$ cat src/rtl/l2_request_sequencer.sv
// Upstream feeder for the L2: buffers trace commands, issues them one at a time
// over a valid/ready handshake, waits for hit/miss, and keeps access statistics.
module l2_request_sequencer #(
    parameter int unsigned ADDR_WIDTH  = 32,
    parameter int unsigned FIFO_DEPTH  = 4,
    parameter int unsigned COUNT_WIDTH = 32
) (
    input  logic                   clock,
    input  logic                   reset,
    input  logic                   cmdValid,
    output logic                   cmdReady,
    input  logic [3:0]             cmdCode,
    input  logic [ADDR_WIDTH-1:0]  cmdAddress,
    output logic                   reqValid,
    input  logic                   reqReady,
    output logic [3:0]             reqOp,
    output logic [ADDR_WIDTH-1:0]  reqAddress,
    input  logic                   respValid,
    input  logic                   respHit,
    output logic [COUNT_WIDTH-1:0] readCount,
    output logic [COUNT_WIDTH-1:0] writeCount,
    output logic [COUNT_WIDTH-1:0] hitCount,
    output logic [COUNT_WIDTH-1:0] missCount,
    output logic [COUNT_WIDTH-1:0] invalidCount,
    output logic                   clearDone,
    output logic                   printReq,
    output logic                   busy
);

    localparam int unsigned PTR_W = $clog2(FIFO_DEPTH);
    localparam int unsigned OCC_W = PTR_W + 1;
    localparam logic [OCC_W-1:0] OCC_FULL = OCC_W'(FIFO_DEPTH);
    localparam logic [COUNT_WIDTH-1:0] CNT_MAX = '1;

    localparam logic [3:0] CODE_READ    = 4'd0;
    localparam logic [3:0] CODE_WRITE   = 4'd1;
    localparam logic [3:0] CODE_IFETCH  = 4'd2;
    localparam logic [3:0] CODE_L2_MAX  = 4'd6;
    localparam logic [3:0] CODE_ILLEGAL = 4'd7;
    localparam logic [3:0] CODE_CLEAR   = 4'd8;
    localparam logic [3:0] CODE_PRINT   = 4'd9;

    typedef enum logic [1:0] {
        ST_IDLE  = 2'd0,
        ST_ISSUE = 2'd1,
        ST_WAIT  = 2'd2
    } state_t;

    state_t r_state;
    state_t w_next_state;

    logic [3:0]            r_fifo_code [FIFO_DEPTH];
    logic [ADDR_WIDTH-1:0] r_fifo_addr [FIFO_DEPTH];
    logic [PTR_W-1:0]      r_wr_ptr;
    logic [PTR_W-1:0]      r_rd_ptr;
    logic [OCC_W-1:0]      r_occ;

    logic                   r_req_valid;
    logic [3:0]             r_req_op;
    logic [ADDR_WIDTH-1:0]  r_req_addr;
    logic                   r_clear_done;
    logic                   r_print_req;
    logic [COUNT_WIDTH-1:0] r_read_cnt;
    logic [COUNT_WIDTH-1:0] r_write_cnt;
    logic [COUNT_WIDTH-1:0] r_hit_cnt;
    logic [COUNT_WIDTH-1:0] r_miss_cnt;
    logic [COUNT_WIDTH-1:0] r_invalid_cnt;

    logic                  w_cmd_illegal;
    logic                  w_accept;
    logic                  w_push;
    logic                  w_push_illegal;
    logic                  w_fifo_empty;
    logic [3:0]            w_head_code;
    logic [ADDR_WIDTH-1:0] w_head_addr;
    logic                  w_pop;
    logic                  w_load_req;
    logic                  w_do_clear;
    logic                  w_do_print;
    logic                  w_resp_done;

    function automatic logic [COUNT_WIDTH-1:0] sat_inc(input logic [COUNT_WIDTH-1:0] v);
        return (v == CNT_MAX) ? v : v + COUNT_WIDTH'(1);
    endfunction

    // Illegal codes are counted at the input and never occupy a FIFO slot.
    assign w_cmd_illegal  = (cmdCode == CODE_ILLEGAL) || (cmdCode > CODE_PRINT);
    assign cmdReady       = (r_occ < OCC_FULL);
    assign w_accept       = cmdValid && cmdReady;
    assign w_push         = w_accept && !w_cmd_illegal;
    assign w_push_illegal = w_accept && w_cmd_illegal;
    assign w_fifo_empty   = (r_occ == '0);
    assign w_head_code    = r_fifo_code[r_rd_ptr];
    assign w_head_addr    = r_fifo_addr[r_rd_ptr];

    always_ff @(posedge clock) begin
        if (w_push) begin
            r_fifo_code[r_wr_ptr] <= cmdCode;
            r_fifo_addr[r_wr_ptr] <= cmdAddress;
        end
    end

    // Depth is a power of two, so the pointers wrap on their own.
    always_ff @(posedge clock or posedge reset) begin
        if (reset) begin
            r_wr_ptr <= '0;
            r_rd_ptr <= '0;
            r_occ    <= '0;
        end else begin
            if (w_push) begin
                r_wr_ptr <= r_wr_ptr + PTR_W'(1);
            end
            if (w_pop) begin
                r_rd_ptr <= r_rd_ptr + PTR_W'(1);
            end
            case ({w_push, w_pop})
                2'b10:   r_occ <= r_occ + OCC_W'(1);
                2'b01:   r_occ <= r_occ - OCC_W'(1);
                default: r_occ <= r_occ;
            endcase
        end
    end

    always_ff @(posedge clock or posedge reset) begin
        if (reset) begin
            r_state <= ST_IDLE;
        end else begin
            r_state <= w_next_state;
        end
    end

    always_comb begin
        w_next_state = r_state;
        w_pop        = 1'b0;
        w_load_req   = 1'b0;
        w_do_clear   = 1'b0;
        w_do_print   = 1'b0;
        w_resp_done  = 1'b0;
        case (r_state)
            ST_IDLE: begin
                if (!w_fifo_empty) begin
                    w_pop = 1'b1;
                    if (w_head_code <= CODE_L2_MAX) begin
                        w_load_req   = 1'b1;
                        w_next_state = ST_ISSUE;
                    end else if (w_head_code == CODE_CLEAR) begin
                        w_do_clear = 1'b1;
                    end else begin
                        w_do_print = 1'b1;
                    end
                end
            end
            ST_ISSUE: begin
                if (reqReady) begin
                    w_next_state = ST_WAIT;
                end
            end
            ST_WAIT: begin
                if (respValid) begin
                    w_resp_done  = 1'b1;
                    w_next_state = ST_IDLE;
                end
            end
            default: begin
                w_next_state = ST_IDLE;
            end
        endcase
    end

    // Request payload holds its last value after completion; only a new load changes it.
    always_ff @(posedge clock or posedge reset) begin
        if (reset) begin
            r_req_valid  <= 1'b0;
            r_req_op     <= '0;
            r_req_addr   <= '0;
            r_clear_done <= 1'b0;
            r_print_req  <= 1'b0;
        end else begin
            r_req_valid  <= (w_next_state == ST_ISSUE);
            r_clear_done <= w_do_clear;
            r_print_req  <= w_do_print;
            if (w_load_req) begin
                r_req_op   <= w_head_code;
                r_req_addr <= w_head_addr;
            end
        end
    end

    always_ff @(posedge clock or posedge reset) begin
        if (reset) begin
            r_read_cnt  <= '0;
            r_write_cnt <= '0;
            r_hit_cnt   <= '0;
            r_miss_cnt  <= '0;
        end else if (w_do_clear) begin
            r_read_cnt  <= '0;
            r_write_cnt <= '0;
            r_hit_cnt   <= '0;
            r_miss_cnt  <= '0;
        end else if (w_resp_done) begin
            if ((r_req_op == CODE_READ) || (r_req_op == CODE_IFETCH)) begin
                r_read_cnt <= sat_inc(r_read_cnt);
            end
            if (r_req_op == CODE_WRITE) begin
                r_write_cnt <= sat_inc(r_write_cnt);
            end
            if (r_req_op <= CODE_IFETCH) begin
                if (respHit) begin
                    r_hit_cnt <= sat_inc(r_hit_cnt);
                end else begin
                    r_miss_cnt <= sat_inc(r_miss_cnt);
                end
            end
        end
    end

    // An illegal code accepted in the clear cycle arrived after the clear, so it survives it.
    always_ff @(posedge clock or posedge reset) begin
        if (reset) begin
            r_invalid_cnt <= '0;
        end else if (w_do_clear) begin
            r_invalid_cnt <= w_push_illegal ? COUNT_WIDTH'(1) : '0;
        end else if (w_push_illegal) begin
            r_invalid_cnt <= sat_inc(r_invalid_cnt);
        end
    end

    assign reqValid     = r_req_valid;
    assign reqOp        = r_req_op;
    assign reqAddress   = r_req_addr;
    assign clearDone    = r_clear_done;
    assign printReq     = r_print_req;
    assign readCount    = r_read_cnt;
    assign writeCount   = r_write_cnt;
    assign hitCount     = r_hit_cnt;
    assign missCount    = r_miss_cnt;
    assign invalidCount = r_invalid_cnt;
    assign busy         = !w_fifo_empty || (r_state != ST_IDLE);

endmodule

$ cat config.mk
export PLATFORM = sky130hd
export DESIGN_NAME = l2_request_sequencer
export DESIGN_NICKNAME = d
export VERILOG_FILES = /design/src/rtl/l2_request_sequencer.sv
export SDC_FILE = /design/constraint.sdc
export NUM_CORES = 1
export LEC_CHECK = 0
export CAP_MARGIN = 15
export CORE_MARGIN = 2
export CORE_UTILIZATION = 55
export CTS_CLUSTER_SIZE = 40
export DETAILED_ROUTE_END_ITERATION = 7
export HOLD_SLACK_MARGIN = 0.15
export PLACE_DENSITY = 0.81
export SETUP_SLACK_MARGIN = 0.3
export SLEW_MARGIN = 5
export SYNTH_ARGS = -nofsm -noshare
export SYNTH_HDL_FRONTEND = slang
export SYNTH_SLANG_ARGS = --single-unit
$ cat constraint.sdc
create_clock -name clock -period 9.16 [get_ports clock]
set_input_delay 2.29 -clock clock [delete_from_list [all_inputs] [get_ports clock]]
set_output_delay 2.29 -clock clock [all_outputs]
set_load 0.02 [all_outputs]
# --- After elaboration in Yosys (flattened, before gate mapping) ---
# Memories as Yosys holds them, arrays and structs flattened. A register that Yosys moved wholly into a read port is not among the register bits.
# Cells that the tools add are included.
classes:
  addsub: 9
  mul: 0
  div_mod_pow: 0
  order_cmp: 4
  eq_ne: 20
  n_shift: 0
  mux: 45
  bitwise_logic: 0
  reduce_logical: 24
op_table:
  columns: ["op", "n"]
  rows:
  - ["$mux W32", 21]
  - ["$add A32 B1 Y32 const B", 5]
  - ["$eq A32 B32 Y1 const B", 5]
  - ["$mux W1", 18]
  - ["$reduce_bool A2 Y1", 8]
  - ["$ne A2 B2 Y1 const B", 5]
  - ["$mux W2", 4]
  - ["$reduce_and A4 Y1", 2]
  - ["$eq A2 B1 Y1 const B", 3]
  - ["$pmux W2 S3", 1]
  - ["$pmux W3 S2", 1]
  - ["$reduce_and A3 Y1", 2]
  - ["$add A2 B1 Y2 const B", 2]
  - ["$eq A2 B2 Y1 const B", 2]
  - ["$eq A4 B1 Y1 const B", 1]
  - ["$eq A4 B2 Y1 const B", 1]
  - ["$eq A4 B3 Y1 const B", 1]
  - ["$eq A4 B4 Y1 const B", 1]
  - ["$gt A4 B4 Y1 const B", 1]
  - ["$le A4 B2 Y1 const B", 1]
  - ["$le A4 B3 Y1 const B", 1]
  - ["$logic_not A4 Y1", 1]
  - ["$add A3 B1 Y3 const B", 1]
  - ["$logic_and A1 B1 Y1", 3]
  - ["other kinds (8)", 11]
word_totals:
  reg_bits: 176
  latch_bits: 0
  ram_bits: 144
  mem_bits_ro: 0
  out_inout_bits: 201
  elab_cells: 117
  n_memories: 2
memory_table:
  columns: ["memory", "words", "width", "rd", "rd_ports_with_merged_regs", "wr", "line", "rtl"]
  rows:
  - ["r_fifo_addr", 4, 32, 1, 1, 1, "53", "logic [ADDR_WIDTH-1:0] r_fifo_addr [FIFO_DEPTH];"]
  - ["r_fifo_code", 4, 4, 1, 0, 1, "52", "logic [3:0] r_fifo_code [FIFO_DEPTH];"]

# --- Longest topological paths before layout ---
# An unclocked memory read counts as a cell.
depth:
  depth_word: 8
  ltp_mapped: 10
  depth_no_buf: 10

# --- Worst setup path before layout ---
# No wires, ideal clock.
synth_path:
  path_kind: "input to register"
  startpoint: "input respValid"
  endpoint: "register r_read_cnt[18], in the netlist readCount[18]"
  setup_ns: 0.078
  t_arrival_ns: 4.384
  required_time_ns: 9.082
  setup_slack_ns: 4.698
  path_stages: 6
  path_cell_list: "or3b_1 or4_1 buf_2 a2111o_1 or4_1 a21oi_1"
synth_between:
  elab_chain_cells: 4
synth_lines:
  columns: ["element", "line", "rtl"]
  rows:
  - ["start: declaration", "18", "input logic respValid,"]
  - ["$mux W1", "159", "if (respValid) begin"]
  - ["$mux W1", "139", "case (r_state)"]
  - ["$reduce_bool A2 Y1 (no source line)", null, null]
  - ["$reduce_and A3 Y1 (no source line)", null, null]
  - ["end signal: assignment", "202", "r_read_cnt <= sat_inc(r_read_cnt);"]
  - ["end: declaration", "63", "logic [COUNT_WIDTH-1:0] r_read_cnt;"]
# No other way between the ends.
# A chain may end at the register's enable or synchronous reset.

# --- Worst setup path in the final report ---
layout_path:
  startpoint: "input respValid"
  endpoint: "register r_miss_cnt[26], in the netlist missCount[26]"
layout_between:
  elab_chain_cells: 4
layout_lines:
  columns: ["element", "line", "rtl"]
  rows:
  - ["$mux W1", "159", null]
  - ["$mux W1", "139", null]
  - ["$reduce_bool A2 Y1 (no source line)", null, null]
  - ["$reduce_and A4 Y1 (no source line)", null, null]
  - ["end signal: assignment", "211", "r_miss_cnt <= sat_inc(r_miss_cnt);"]
  - ["end: declaration", "66", "logic [COUNT_WIDTH-1:0] r_miss_cnt;"]
# No other way between the ends.

==> impl_metrics.yaml <==
setup_path:
  crit_start: "respValid"
  required_ns: 9.58
  critical_path_arrival_ns: 5.19
  worstPathMaxFanout: 11
  crit_chain: "clkdlybuf4s50_1, nor4b_1, nand3_1, or4_1, or3_1, a21oi_1"
  crit_family: "simple AND/OR/NAND/NOR gates"
  cp.buffers_inverters: 1
  r2r.worst_path.cells: 8
  critPathLaunchType: "primary input"
  cp.depth: 6
  regToRegStartpoint: "r_rd_ptr[0]$_DFFE_PP0P_"
  cp-end-kind: "register"
  worstSetupPathType: "in -> reg"
  critPathMaxStageDelay_ns: 0.78
  slowest_stage: "or4_1"
route:
  drt_iter0_drc: 1219
  drcViolationCount: 0
  post_drt_wl_per_cell_um: 20.18
  vias: 12440
  wirelength_mm: 39.71
  via_per_inst: 6.323
  drtAntennaViolNets: 0
  firstDrtPassIters: 5
global_route:
  first_global_vias: 11760
  grt_max_degree: 148
  track_usage: 0.2557
  antenna_found_initial: 1
  grt_overflow: 0
  grt_pass1_wl_mm: 62.74
outcome:
  outcome: "finished clean"
clocking:
  cts_buffers: 38
  cts.path.max_buffers: 3
  cts_hold_buf: 0
  post_cts_buffers: 0
  ctsResizeCount: 0
  cts.clk_slew.worst_paths_ns: 0.06
  clock-sinks: 352
  cts-root-buf: "clkbuf_16"
  clk_latency_ns: 0.53
  cts_tree: "yes"
  cts.htree.levels: 2
yosys:
  async_flop_share: 0.5909
  synth_fp_nets: 1386
  ys_ff_latch: 352
  synthCells: 1333
  ys_types: 64
  synth-seq-area-share: 0.5910
  synth_flop_cell: "dfrtp_1"
  synth-edff-count: 144
  avgSynthCellArea_um2: 12.10
  yosysWarnings: 0
  syn_area_mm2: 0.01612
floorplanning:
  die_w_um: 175.2
  start_util: 0.5602
  core_mm2: 0.02878
  die_h_um: 175.2
  fp-row-count: 62
  io_pins: 243
  dieArea_mm2: 0.03070
sta:
  rsz0062_at_grt: "no"
  slew_violations: 0
  finalHoldWorstSlack_ns: 0.5047
  fin_skew_ns: 0.02454
  hold_viol: 0
  max_clock_freq_mhz: 209.5
  worstMarginPinSlew_ns: 1.116
  setup-violations-final: 0
  slew_headroom: 0.2491
  fin_crit_ns: 4.774
  finalCritPeriodShare: 0.5211
  finalSetupTns_ns: 0
worst_hold_path:
  whs_path_depth: 1
  hold_path.class: "reg -> reg"
  hp-start: "reqAddress[26]$_DFFE_PP0P_"
pwr:
  total_leakage_power_uw: 0.007111
  power_density_mw_per_mm2: 248.0
  irDropWorstVdd_v: 0.0002204
  total_power_uw: 4987
placement:
  port_buffers: 242
  dp_hpwl_mm: 26.16
  gp_congestion: 0.8659
  dp_cells: 1902
run:
  drv_cap: 0
final_layout:
  final_util: 0.6987
  area_delta_synth_final_pct: 24.72
  drive_gt1_frac: 0.1036
  fin_cells: 1968
  fill_cells: 2029
  nets: 1611
-- through the flow --
step           cell area, µm²  worst slack [ns]
6_report                20110             4.386
5_1_grt                 20110             4.143
4_1_cts                 20110             4.376
3_5_place_dp            18880             3.850
3_3_place_gp            18870             3.862
2_1_floorplan           16120             1.189
-- cell usage in the layout, fill, tap and decap left out, drive strengths merged, types with 8 or more instances in the layout --
cell type | Yosys | routed
dfrtp | 208 | 208
and2 | 14 | 14
or3 | 56 | 56
xnor2 | 16 | 16
nor3 | 22 | 22
nor4 | 15 | 15
ha | 10 | 10
o21a | 8 | 8
clkinv | 0 | 11
and4 | 18 | 18
xor2 | 9 | 9
o21ai | 52 | 52
edfxtp | 144 | 144
inv | 33 | 33
nand4 | 55 | 55
or2 | 10 | 10
a21oi | 126 | 126
clkdlybuf4s50 | 0 | 242
nand3 | 57 | 57
nor2 | 38 | 38
nand2 | 72 | 72
clkbuf | 61 | 51
o31ai | 69 | 69
or4 | 75 | 75
mux4 | 36 | 36
buf | 8 | 12
mux2 | 35 | 35
and3 | 10 | 10
-- final cells by class --
| type | count | area (µm²) | share of cell area |
|---|---|---|---|
| multi-input combinational | 879 | 6227 | 0.3097 |
| clock buffer | 51 | 1061 | 0.05276 |
| sequential | 352 | 9530 | 0.4739 |
| antenna | 1 | 2.502 | 0.0001244 |
| tap | 384 | 480.5 | 0.02389 |
| timing repair buffer | 254 | 2510 | 0.1248 |
| inverter | 33 | 133.9 | 0.006658 |
| clock inverter | 14 | 163.9 | 0.008151 |
-- final timing paths --
kind                       slack (ns)                         end
max                              4.39   missCount[26]$_DFFE_PP0P_
min                              0.50  reqAddress[26]$_DFFE_PP0P_
max reg2reg                      4.62    readCount[1]$_DFFE_PP0P_
min reg2reg                      0.50  reqAddress[26]$_DFFE_PP0P_
max in group asynchronous        5.28     r_rd_ptr[0]$_DFFE_PP0P_
min in group asynchronous        2.43    hitCount[28]$_DFFE_PP0P_
-- where the power goes --
part	internal, µW	switching (µW)	total (µW)
Sequential	1880	195	2080
Clock	897	608	1510
Combinational	676	730	1410
Total	3450	1530	4990
-- routing by layer --
layer | global-route usage | up-vias | wire length [µm]
met3 | 0.05418 | 86 | 3070
li1 | - | 5705 | -
met1 | 0.3360 | 6151 | 15970
met4 | 0.08785 | 0 | 1312
met2 | 0.4245 | 501 | 19360
met5 | 0 | - | 0
-- registers in the layout (all words and copies together), names as in the netlist --
register and count:
reqAddress 32, r_occ 3, hitCount 32, reqValid 1, readCount 32, missCount 32, printReq 1, writeCount 32
clearDone 1, r_rd_ptr 2, r_fifo_code 16, invalidCount 32, r_wr_ptr 2, reqOp 4, r_state 2, r_fifo_addr 128
-- Yosys cell counts, drive strengths merged (3+ instances only) --
cell,n,share of area
nor2,38,0.0088
inv,33,0.0077
o41ai,7,0.0038
nor3,22,0.0068
ha,10,0.0078
nand4b,3,0.0016
buf,8,0.0023
a21oi,126,0.039
nor4,15,0.0058
clkbuf,61,0.014
nand4,55,0.021
or2,10,0.0039
or3b,3,0.0018
xnor2,16,0.0087
a211oi,6,0.0028
and4,18,0.0098
dfrtp,208,0.32
nand2b,3,0.0012
o21ai,52,0.016
or4b,3,0.0019
edfxtp,144,0.27
nor4b,3,0.0016
mux2,35,0.024
mux2i,5,0.0031
o31ai,69,0.032
mux4,36,0.050
or4,75,0.035
and3,10,0.0039
o21a,8,0.0037
a311oi,4,0.0022
nand2,72,0.017
a31o,3,0.0016
o311ai,4,0.0022
xor2,9,0.0049
or3,56,0.022
and2,14,0.0054
nand3,57,0.018
-- kinds of logic (layout without fill, tap and decap cells) --
family	count (synthesis)	after routing	synth area share
compound gates	302	302	0.1154
xor+xnor	25	25	0.01358
fa+ha+maj	11	11	0.009002
buf+inv	102	352	0.02421
flops	352	352	0.5910
mux	76	76	0.07784
other cells	0	1	0
simple gates	465	465	0.1689
-- worst register-to-register path: stages, from the launching register on --
cell,delay (ns)
dfrtp_2,0.34
buf_4,0.58
mux4_2,0.67
nor4b_1,0.32
nand2_1,0.49
inv_4,0.94
buf_4,0.71
a21oi_1,0.15
a32o_1,0.23
Note: power is estimated with default switching activity, not from simulation.
